### config.mk
export PLATFORM = sky130hd
export DESIGN_NAME = gpr_file
export DESIGN_NICKNAME = d
export VERILOG_FILES = /design/src/rtl/gpr_file.sv
export SDC_FILE = /design/constraint.sdc
export NUM_CORES = 1
export LEC_CHECK = 0
export CORE_UTILIZATION = 56
export DETAILED_ROUTE_END_ITERATION = 6
export DONT_BUFFER_PORTS = 1
export GPL_TIMING_DRIVEN = 0
export PLACE_DENSITY = 0.83
export SETUP_SLACK_MARGIN = 0.1
export SLEW_MARGIN = 10
export SYNTH_ARGS = -nofsm -noshare
export SYNTH_HDL_FRONTEND = slang
export SYNTH_SLANG_ARGS = --single-unit
export TNS_END_PERCENT = 100
### constraint.sdc
create_clock -name clk -period 5.35 [get_ports clk]
set_clock_uncertainty 0.2 [all_clocks]
set_input_delay 1.3375 -clock clk [delete_from_list [all_inputs] [get_ports clk]]
set_output_delay 1.3375 -clock clk [all_outputs]
set_load 0.02 [all_outputs]
### src/rtl/gpr_file.sv
// gpr_file: general register file with pending-write scoreboard, a multiply-high register
// and two registered read ports. Define GPR_BYPASS_EN to forward same-cycle writes to reads.
module gpr_file #(
    parameter int DATA_W   = 8,
    parameter int NUM_REGS = 8,
    parameter int ADDR_W   = $clog2(NUM_REGS)
) (
    input  logic              clk,
    input  logic              rst,
    input  logic              rd_en,
    input  logic [ADDR_W-1:0] rd_a_num,
    input  logic [ADDR_W-1:0] rd_b_num,
    output logic [DATA_W-1:0] rd_a_out,
    output logic [DATA_W-1:0] rd_b_out,
    output logic              rd_a_busy,
    output logic              rd_b_busy,
    input  logic              wr_en,
    input  logic [ADDR_W-1:0] wr_num,
    input  logic [DATA_W-1:0] wr_data,
    input  logic              hi_wr_en,
    input  logic [DATA_W-1:0] hi_in,
    output logic [DATA_W-1:0] hi_out,
    input  logic              rsv_en,
    input  logic [ADDR_W-1:0] rsv_num
);

    logic [DATA_W-1:0]   r_regs [NUM_REGS];
    logic [DATA_W-1:0]   r_hi;
    logic [NUM_REGS-1:0] r_busy;
    logic [NUM_REGS-1:0] w_busy_nxt;

    logic [DATA_W-1:0]   r_rd_a_out_p1;
    logic [DATA_W-1:0]   r_rd_b_out_p1;
    logic                r_rd_a_busy_p1;
    logic                r_rd_b_busy_p1;

    logic [DATA_W-1:0]   w_rd_a_data;
    logic [DATA_W-1:0]   w_rd_b_data;
    logic                w_rd_a_busy;
    logic                w_rd_b_busy;

    // Reserve is applied after the write-clear so it wins on the same register.
    always_comb begin
        w_busy_nxt = r_busy;
        if (wr_en)
            w_busy_nxt[wr_num] = 1'b0;
        if (rsv_en)
            w_busy_nxt[rsv_num] = 1'b1;
    end

`ifdef GPR_BYPASS_EN
    logic w_a_hit;
    logic w_b_hit;

    assign w_a_hit = wr_en && (wr_num == rd_a_num);
    assign w_b_hit = wr_en && (wr_num == rd_b_num);

    always_comb begin
        w_rd_a_data = w_a_hit ? wr_data : r_regs[rd_a_num];
        w_rd_b_data = w_b_hit ? wr_data : r_regs[rd_b_num];
        w_rd_a_busy = w_a_hit ? w_busy_nxt[rd_a_num] : r_busy[rd_a_num];
        w_rd_b_busy = w_b_hit ? w_busy_nxt[rd_b_num] : r_busy[rd_b_num];
    end
`else
    always_comb begin
        w_rd_a_data = r_regs[rd_a_num];
        w_rd_b_data = r_regs[rd_b_num];
        w_rd_a_busy = r_busy[rd_a_num];
        w_rd_b_busy = r_busy[rd_b_num];
    end
`endif

    always_ff @(posedge clk or posedge rst) begin
        if (rst) begin
            for (int i = 0; i < NUM_REGS; i++)
                r_regs[i] <= '0;
            r_hi   <= '0;
            r_busy <= '0;
        end else begin
            if (wr_en)
                r_regs[wr_num] <= wr_data;
            if (hi_wr_en)
                r_hi <= hi_in;
            r_busy <= w_busy_nxt;
        end
    end

    // Read stage: outputs hold while rd_en is low.
    always_ff @(posedge clk or posedge rst) begin
        if (rst) begin
            r_rd_a_out_p1  <= '0;
            r_rd_b_out_p1  <= '0;
            r_rd_a_busy_p1 <= 1'b0;
            r_rd_b_busy_p1 <= 1'b0;
        end else if (rd_en) begin
            r_rd_a_out_p1  <= w_rd_a_data;
            r_rd_b_out_p1  <= w_rd_b_data;
            r_rd_a_busy_p1 <= w_rd_a_busy;
            r_rd_b_busy_p1 <= w_rd_b_busy;
        end
    end

    assign rd_a_out  = r_rd_a_out_p1;
    assign rd_b_out  = r_rd_b_out_p1;
    assign rd_a_busy = r_rd_a_busy_p1;
    assign rd_b_busy = r_rd_b_busy_p1;
    assign hi_out    = r_hi;

endmodule

==> results.ini, run 1 <==
[clocking]
holdBufCountCts=0
cts_tree=yes
clk_pin_slew_ns=0.09
ctsResizeCount=0
htree_levels=3
numCtsBuffers=9
cts_setup_buffers=0
cts_root_buf=clkbuf_8
clk_latency_ns=0.37
clock_path_buffers=2
cts.sinks=98

[place]
dpl_cell_area_um2=5170
port_buffers=0
gp_congestion=0.832
hpwl_um=8240
dp.cells=505

[route]
drc=0
firstDrtPassIters=5
met1Wirelength_um=5310
ant_nets=0
routed_wl_um=13100
avgRoutedWirePerCell_um=25.2
drt_iter0_markers=221
wl_met3_um=1010
dr_wl_met2_um=6290
vias=3543
viasPerCell=6.80
top_layer=met4

[timing]
tightestPinTransition_ns=0.961
period_share=0.549
finalCriticalPeriod_ns=2.93
fmax_mhz=341
fin_setup_tns_ns=0
max_slew_margin=0.357
report.final.hold_viol_count=0
rsz0062_at_grt=false
drv_slew=0
setup_viol=0

[final_layout]
final_common_cell=dfrtp_1
ff_latch_area_um2=2450
area_growth_pct=7.20
finalInstanceArea_um2=5360
n_antenna_cell=0
drive_above_1_share=0.264
layout_common_cells=dfrtp_1 (98), mux2_2 (72), mux2i_1 (54), nor2b_1 (38)
instances_no_fill=521
fillCellCount=698
nets=442
multi_input_area_um2=2380

[power_and_ir_drop]
p_leak_nw=2.42
p_switching_uw=576
p_per_area_nw_per_um2=354
p_comb_frac=0.198
vdd_drop_max_mv=0.165
switching_share=0.303
internal_power_mw=1.32
power_frac_clock=0.255
pwr-share-seq=0.547

[flow_run]
maxCapViolCount=0

[setup_path]
crit_type=input pin to flip-flop
endpoint_kind=flip-flop
worstPathCellList=clkbuf_1 -> nor2_1 -> a22oi_1 -> a41o_1
slowest_delay_ns=0.84
slowest_stage=nor2_1
crit_required_ns=5.41
cp.buffers_inverters=1
r2r_slack_ns=4.01
crit_path_start_kind=input pin
worstPathArrival_ns=2.99
crit_fanout=10
path_delay_family=simple AND/OR/NAND/NOR gates

[logic_synthesis]
netlist_area_um2=5000
synth_nets=430
yosysSeqAreaShare=0.490
syn_avg_cell_area_um2=12.6
ys_ff_latch=98
ys_warn_count=0
syn_inst=396
synth_cell_types=25

[run_status]
status=finished clean

[global_routing]
track_usage=0.307
grt_max_degree=55
overflow=0
antenna_found_initial=0
grt_pass1_vias=3821
grt_pass1_wl_um=20200

[floorplanning]
coreArea_um2=8680
die_h_um=96.5
pin_count=60
row_count=34
start_util=0.577
fp.dieW_um=96.5
die-area_um2=9320

[worst_hold_path]
hold_class=flip-flop to flip-flop

-- power by group through the flow --
stage               sequential, mW  clock, mW  combinational (mW)
floorplan                     1.02          0               0.305
global placement              1.04          0               0.352
detailed placement            1.05          0               0.372
CTS                           1.04      0.486               0.375
global route                  1.06      0.523               0.407
finish                        1.04      0.484               0.377
-- worst reg2reg max path, delay by kind of cell, from the launching register on --
family	cells	cell delay (ns)
AO/OA/AOI/OAI	2	0.48
flip-flops	1	0.41
AND/OR/NAND/NOR	1	0.14
-- cell families (layout without fill, tap and decap cells) --
kind of cell | after synthesis | count (layout) | synth area share
DFF | 98 | 98 | 0.490
and+or+nand+nor | 79 | 79 | 0.102
muxes | 126 | 126 | 0.270
buffers and inverters | 31 | 48 | 0.0335
AOI/OAI and AO/OA | 62 | 62 | 0.105
-- final timing paths --
check	end	depth (start not counted)	start
setup / recovery	rd_b_out[7]$_DFFE_PP0P_	4	rd_b_num[1]
hold reg to reg	r_regs[24]$_DFFE_PP0P_	1	r_regs[24]$_DFFE_PP0P_
setup reg to reg	rd_b_out[7]$_DFFE_PP0P_	3	r_regs[31]$_DFFE_PP0P_
hold / removal	r_regs[24]$_DFFE_PP0P_	1	r_regs[24]$_DFFE_PP0P_
min in group asynchronous	r_busy[1]$_DFF_PP0_	1	rst
max in group asynchronous	r_regs[19]$_DFFE_PP0P_	2	rst
-- area by class of cell --
cell class / instances / share of cell area
plain buffers: 26 / 0.0278
clock buffers: 11 / 0.0264
clock inverters: 5 / 0.0100
inverters: 5 / 0.00397
multi-input cells: 267 / 0.444
flip-flops and latches: 98 / 0.457
well taps: 108 / 0.0252
repair buffers: 1 / 0.00513
-- synth_stat cells --
cell type / count / area, um2
a211o_1: 18 / 158
nor2_1: 2 / 7.51
nand3_1: 18 / 90.1
buf_2: 8 / 40.0
nand4_1: 1 / 6.26
o32ai_1: 2 / 17.5
nand2b_1: 5 / 31.3
mux2i_1: 54 / 541
nor3_4: 2 / 32.5
nand2b_4: 1 / 13.8
nand2_1: 7 / 26.3
o22ai_1: 2 / 12.5
nor3b_4: 2 / 37.5
nor2b_1: 38 / 238
buf_4: 3 / 22.5
a22oi_1: 18 / 135
mux2_2: 72 / 811
dfrtp_1: 98 / 2450
a41o_1: 18 / 180
inv_1: 5 / 18.8
nand4b_1: 3 / 26.3
o21ai_0: 4 / 20.0
buf_1: 4 / 15.0
buf_6: 4 / 45.0
clkbuf_1: 7 / 26.3
-- registers in the layout (all words and copies together) (netlist names) --
signal and flops:
rd_a_busy 1, r_regs 64, rd_b_busy 1, rd_b_out 8, r_busy 8, rd_a_out 8
hi_out 8
-- through the flow --
stage / util / hold slack, ns / power (mW) / worst slack, ns
after floorplan: - / 0.270 / 1.32 / 1.25
after global placement: 0.592 / 0.300 / 1.39 / 0.346
after detailed placement: 0.596 / 0.303 / 1.42 / 2.15
after CTS: 0.618 / 0.324 / 1.90 / 2.51
after global routing: 0.618 / 0.352 / 1.99 / 2.48
final: 0.618 / 0.326 / 1.90 / 2.42
-- routing by layer --
layer,up-vias,GRT usage
li1,1506,-
met1,1815,0.379
met2,171,0.500
met3,51,0.0861
met4,0,0.145
met5,-,0
No activity file was read; power rests on OpenSTA's default activity.
==> run 2, diff against run 1 <==
clock period = 2.8 ns   (was 5.35 ns; I/O delays follow)
==> run 2 against run 1 <==
The run now ends with negative hold slack left. Utilization is 0.65 points higher. Flip-flop and latch count stayed put. Count of clock-buffer cells in the layout is 1 lower. Clock power is 110% higher. Global-route usage is 0.28 points higher. Wire length is 0.85% higher. Register-to-register slack worse by 2.6 ns. Worst setup slack worse by 1.8 ns. First-iteration DRC count is 7.2% lower. Combinational power is 93% higher. Final area is 1.0% higher.
==> results.ini, run 2 (same netlist as run 1, synthesis figures left out) <==
[clocking]
cts.sinks=98  ; unchanged
clk_pin_slew_ns=0.09  ; about the same
numCtsBuffers=9  ; unchanged
clock_path_buffers=2  ; unchanged
cts_setup_buffers=0  ; unchanged
holdBufCountCts=0  ; unchanged
cts_tree=yes  ; unchanged
clk_latency_ns=0.37  ; about the same
ctsResizeCount=0  ; unchanged
htree_levels=3  ; unchanged
cts_root_buf=clkbuf_8  ; unchanged

[setup_path]
slowest_stage=nor2_1  ; unchanged
cp.buffers_inverters=1  ; unchanged
crit_path_start_kind=input pin  ; unchanged
worstPathCellList=clkbuf_1 -> nor2_1 -> a22oi_1 -> a41o_1  ; unchanged
endpoint_kind=flip-flop  ; unchanged
worstPathArrival_ns=2.29  ; was 2.99 ns
crit_type=input pin to flip-flop  ; unchanged
crit_required_ns=2.86  ; was 5.41 ns
slowest_delay_ns=0.80  ; was 0.84 ns
crit_fanout=10  ; unchanged
path_delay_family=simple AND/OR/NAND/NOR gates  ; unchanged

[route]
drc=0  ; unchanged
routed_wl_um=13200  ; was 13100 um
viasPerCell=6.78  ; was 6.80
drt_iter0_markers=205  ; was 221
ant_nets=0  ; unchanged
vias=3548  ; was 3543
avgRoutedWirePerCell_um=25.3  ; was 25.2 um
firstDrtPassIters=4  ; was 5

[power_and_ir_drop]
p_leak_nw=2.43  ; was 2.42 nW
internal_power_mw=2.61  ; was 1.32 mW
p_per_area_nw_per_um2=687  ; was 354 nW/um2
power_frac_clock=0.271  ; was 0.255
pwr-share-seq=0.534  ; was 0.547
p_comb_frac=0.195  ; was 0.198
switching_share=0.300  ; was 0.303
p_switching_mw=1.12  ; was 576 uW
vdd_drop_max_mv=0.348  ; was 0.165 mV

[place]
port_buffers=0  ; unchanged
dp.cells=507  ; was 505
hpwl_um=8540  ; was 8240 um
gp_congestion=0.822  ; was 0.832

[final_layout]
drive_above_1_share=0.267  ; was 0.264
area_growth_pct=8.33  ; was 7.20%
final_common_cell=dfrtp_1  ; unchanged
n_antenna_cell=0  ; unchanged
regMostFlops=r_regs  ; unchanged
largest_register_ffs=64  ; unchanged
layout_common_cells=dfrtp_1 (98), mux2_2 (72), mux2i_1 (54), nor2b_1 (38)  ; unchanged
instances_no_fill=523  ; was 521
nets=444  ; was 442

[floorplanning]
fp.dieW_um=96.5  ; unchanged
start_util=0.577  ; unchanged
die-area_um2=9320  ; unchanged
die_h_um=96.5  ; unchanged
pin_count=60  ; unchanged
row_count=34  ; unchanged
coreArea_um2=8680  ; unchanged

[global_routing]
antenna_found_initial=0  ; unchanged
grt_max_degree=32  ; was 55
track_usage=0.310  ; was 0.307
grt_pass1_wl_um=20300  ; was 20200 um
overflow=0  ; unchanged
grt_pass1_vias=3820  ; was 3821

[timing]
fmax_mhz=448
period_share=0.796
fin_hold_ws_ns=-0.00440  ; was 0.326 ns
setup_viol=0  ; unchanged
finalCriticalPeriod_ns=2.23
rsz0062_at_grt=false  ; unchanged
report.final.hold_viol_count=2  ; was 0
tightestPinTransition_ns=0.921  ; was 0.961 ns
max_slew_margin=0.383  ; was 0.357
fin_setup_tns_ns=0  ; unchanged
drv_slew=0  ; unchanged

[run_status]
status=finished, violations left  ; was finished clean
violations=negative hold slack

[flow_run]
maxCapViolCount=0  ; unchanged

[worst_hold_path]
hold_class=input pin to asynchronous set/reset pin  ; was flip-flop to flip-flop

## run 2: changes by cell type in the layout (fill, tap and decap cells not counted), sizes merged
cell      change
buf           +2
clkinv        -2
bufinv        +1
clkinvlp      +2
clkbuf        -1
## run 2: stage by stage
stage          instance area, um2  setup slack, ns  power [mW]  utilization
5_1_grt                      5420            0.542        3.89        0.625
6_report                     5420            0.570        3.72        0.625
3_5_place_dp                 5200            0.260        2.73        0.599
3_3_place_gp                 5140            0.271        2.66        0.593
2_1_floorplan                5010            0.738        2.52            -
4_1_cts                      5420            0.627        3.72        0.625
## run 2: power by group through the flow
stage          clock (mW)  sequential, mW  combinational [mW]
6_report             1.01            1.99               0.726
5_1_grt              1.08            2.02               0.786
4_1_cts              1.01            1.98               0.724
3_5_place_dp            0            2.01               0.717
3_3_place_gp            0            1.98               0.677
2_1_floorplan           0            1.94               0.584
## run 2: routing by layer
metal / vias to the layer above / track usage / routed length [um]
met5: - / 0 / 0
met4: 0 / 0.178 / 600
met3: 55 / 0.0649 / 967
met2: 181 / 0.521 / 6590
met1: 1800 / 0.369 / 5090
li1: 1512 / - / -
## run 2: layout make-up
| cell class | count | area, um2 |
|---|---|---|
| buffer | 26 | 149 |
| clock buffer | 10 | 128 |
| clock inverter | 6 | 90.1 |
| fill | 682 | 3260 |
| inverter | 5 | 22.5 |
| multi-input combinational | 267 | 2380 |
| sequential | 98 | 2450 |
| tap | 108 | 135 |
| timing repair buffer | 3 | 60.1 |
## run 2: path summary, 6_finish.rpt
kind	slack, ns	start	cells past startpoint	endpoint
min	-0.004	rst	1	r_regs[39]$_DFFE_PP0P_
max reg2reg	1.46	r_regs[30]$_DFFE_PP0P_	3	rd_b_out[6]$_DFFE_PP0P_
max in group asynchronous	1.72	rst	3	rd_b_out[0]$_DFFE_PP0P_
max	0.57	rd_a_num[2]	4	rd_a_out[0]$_DFFE_PP0P_
min reg2reg	0.33	r_busy[7]$_DFF_PP0_	2	r_busy[7]$_DFF_PP0_
min in group clk	0.23	rsv_num[2]	1	r_busy[2]$_DFF_PP0_
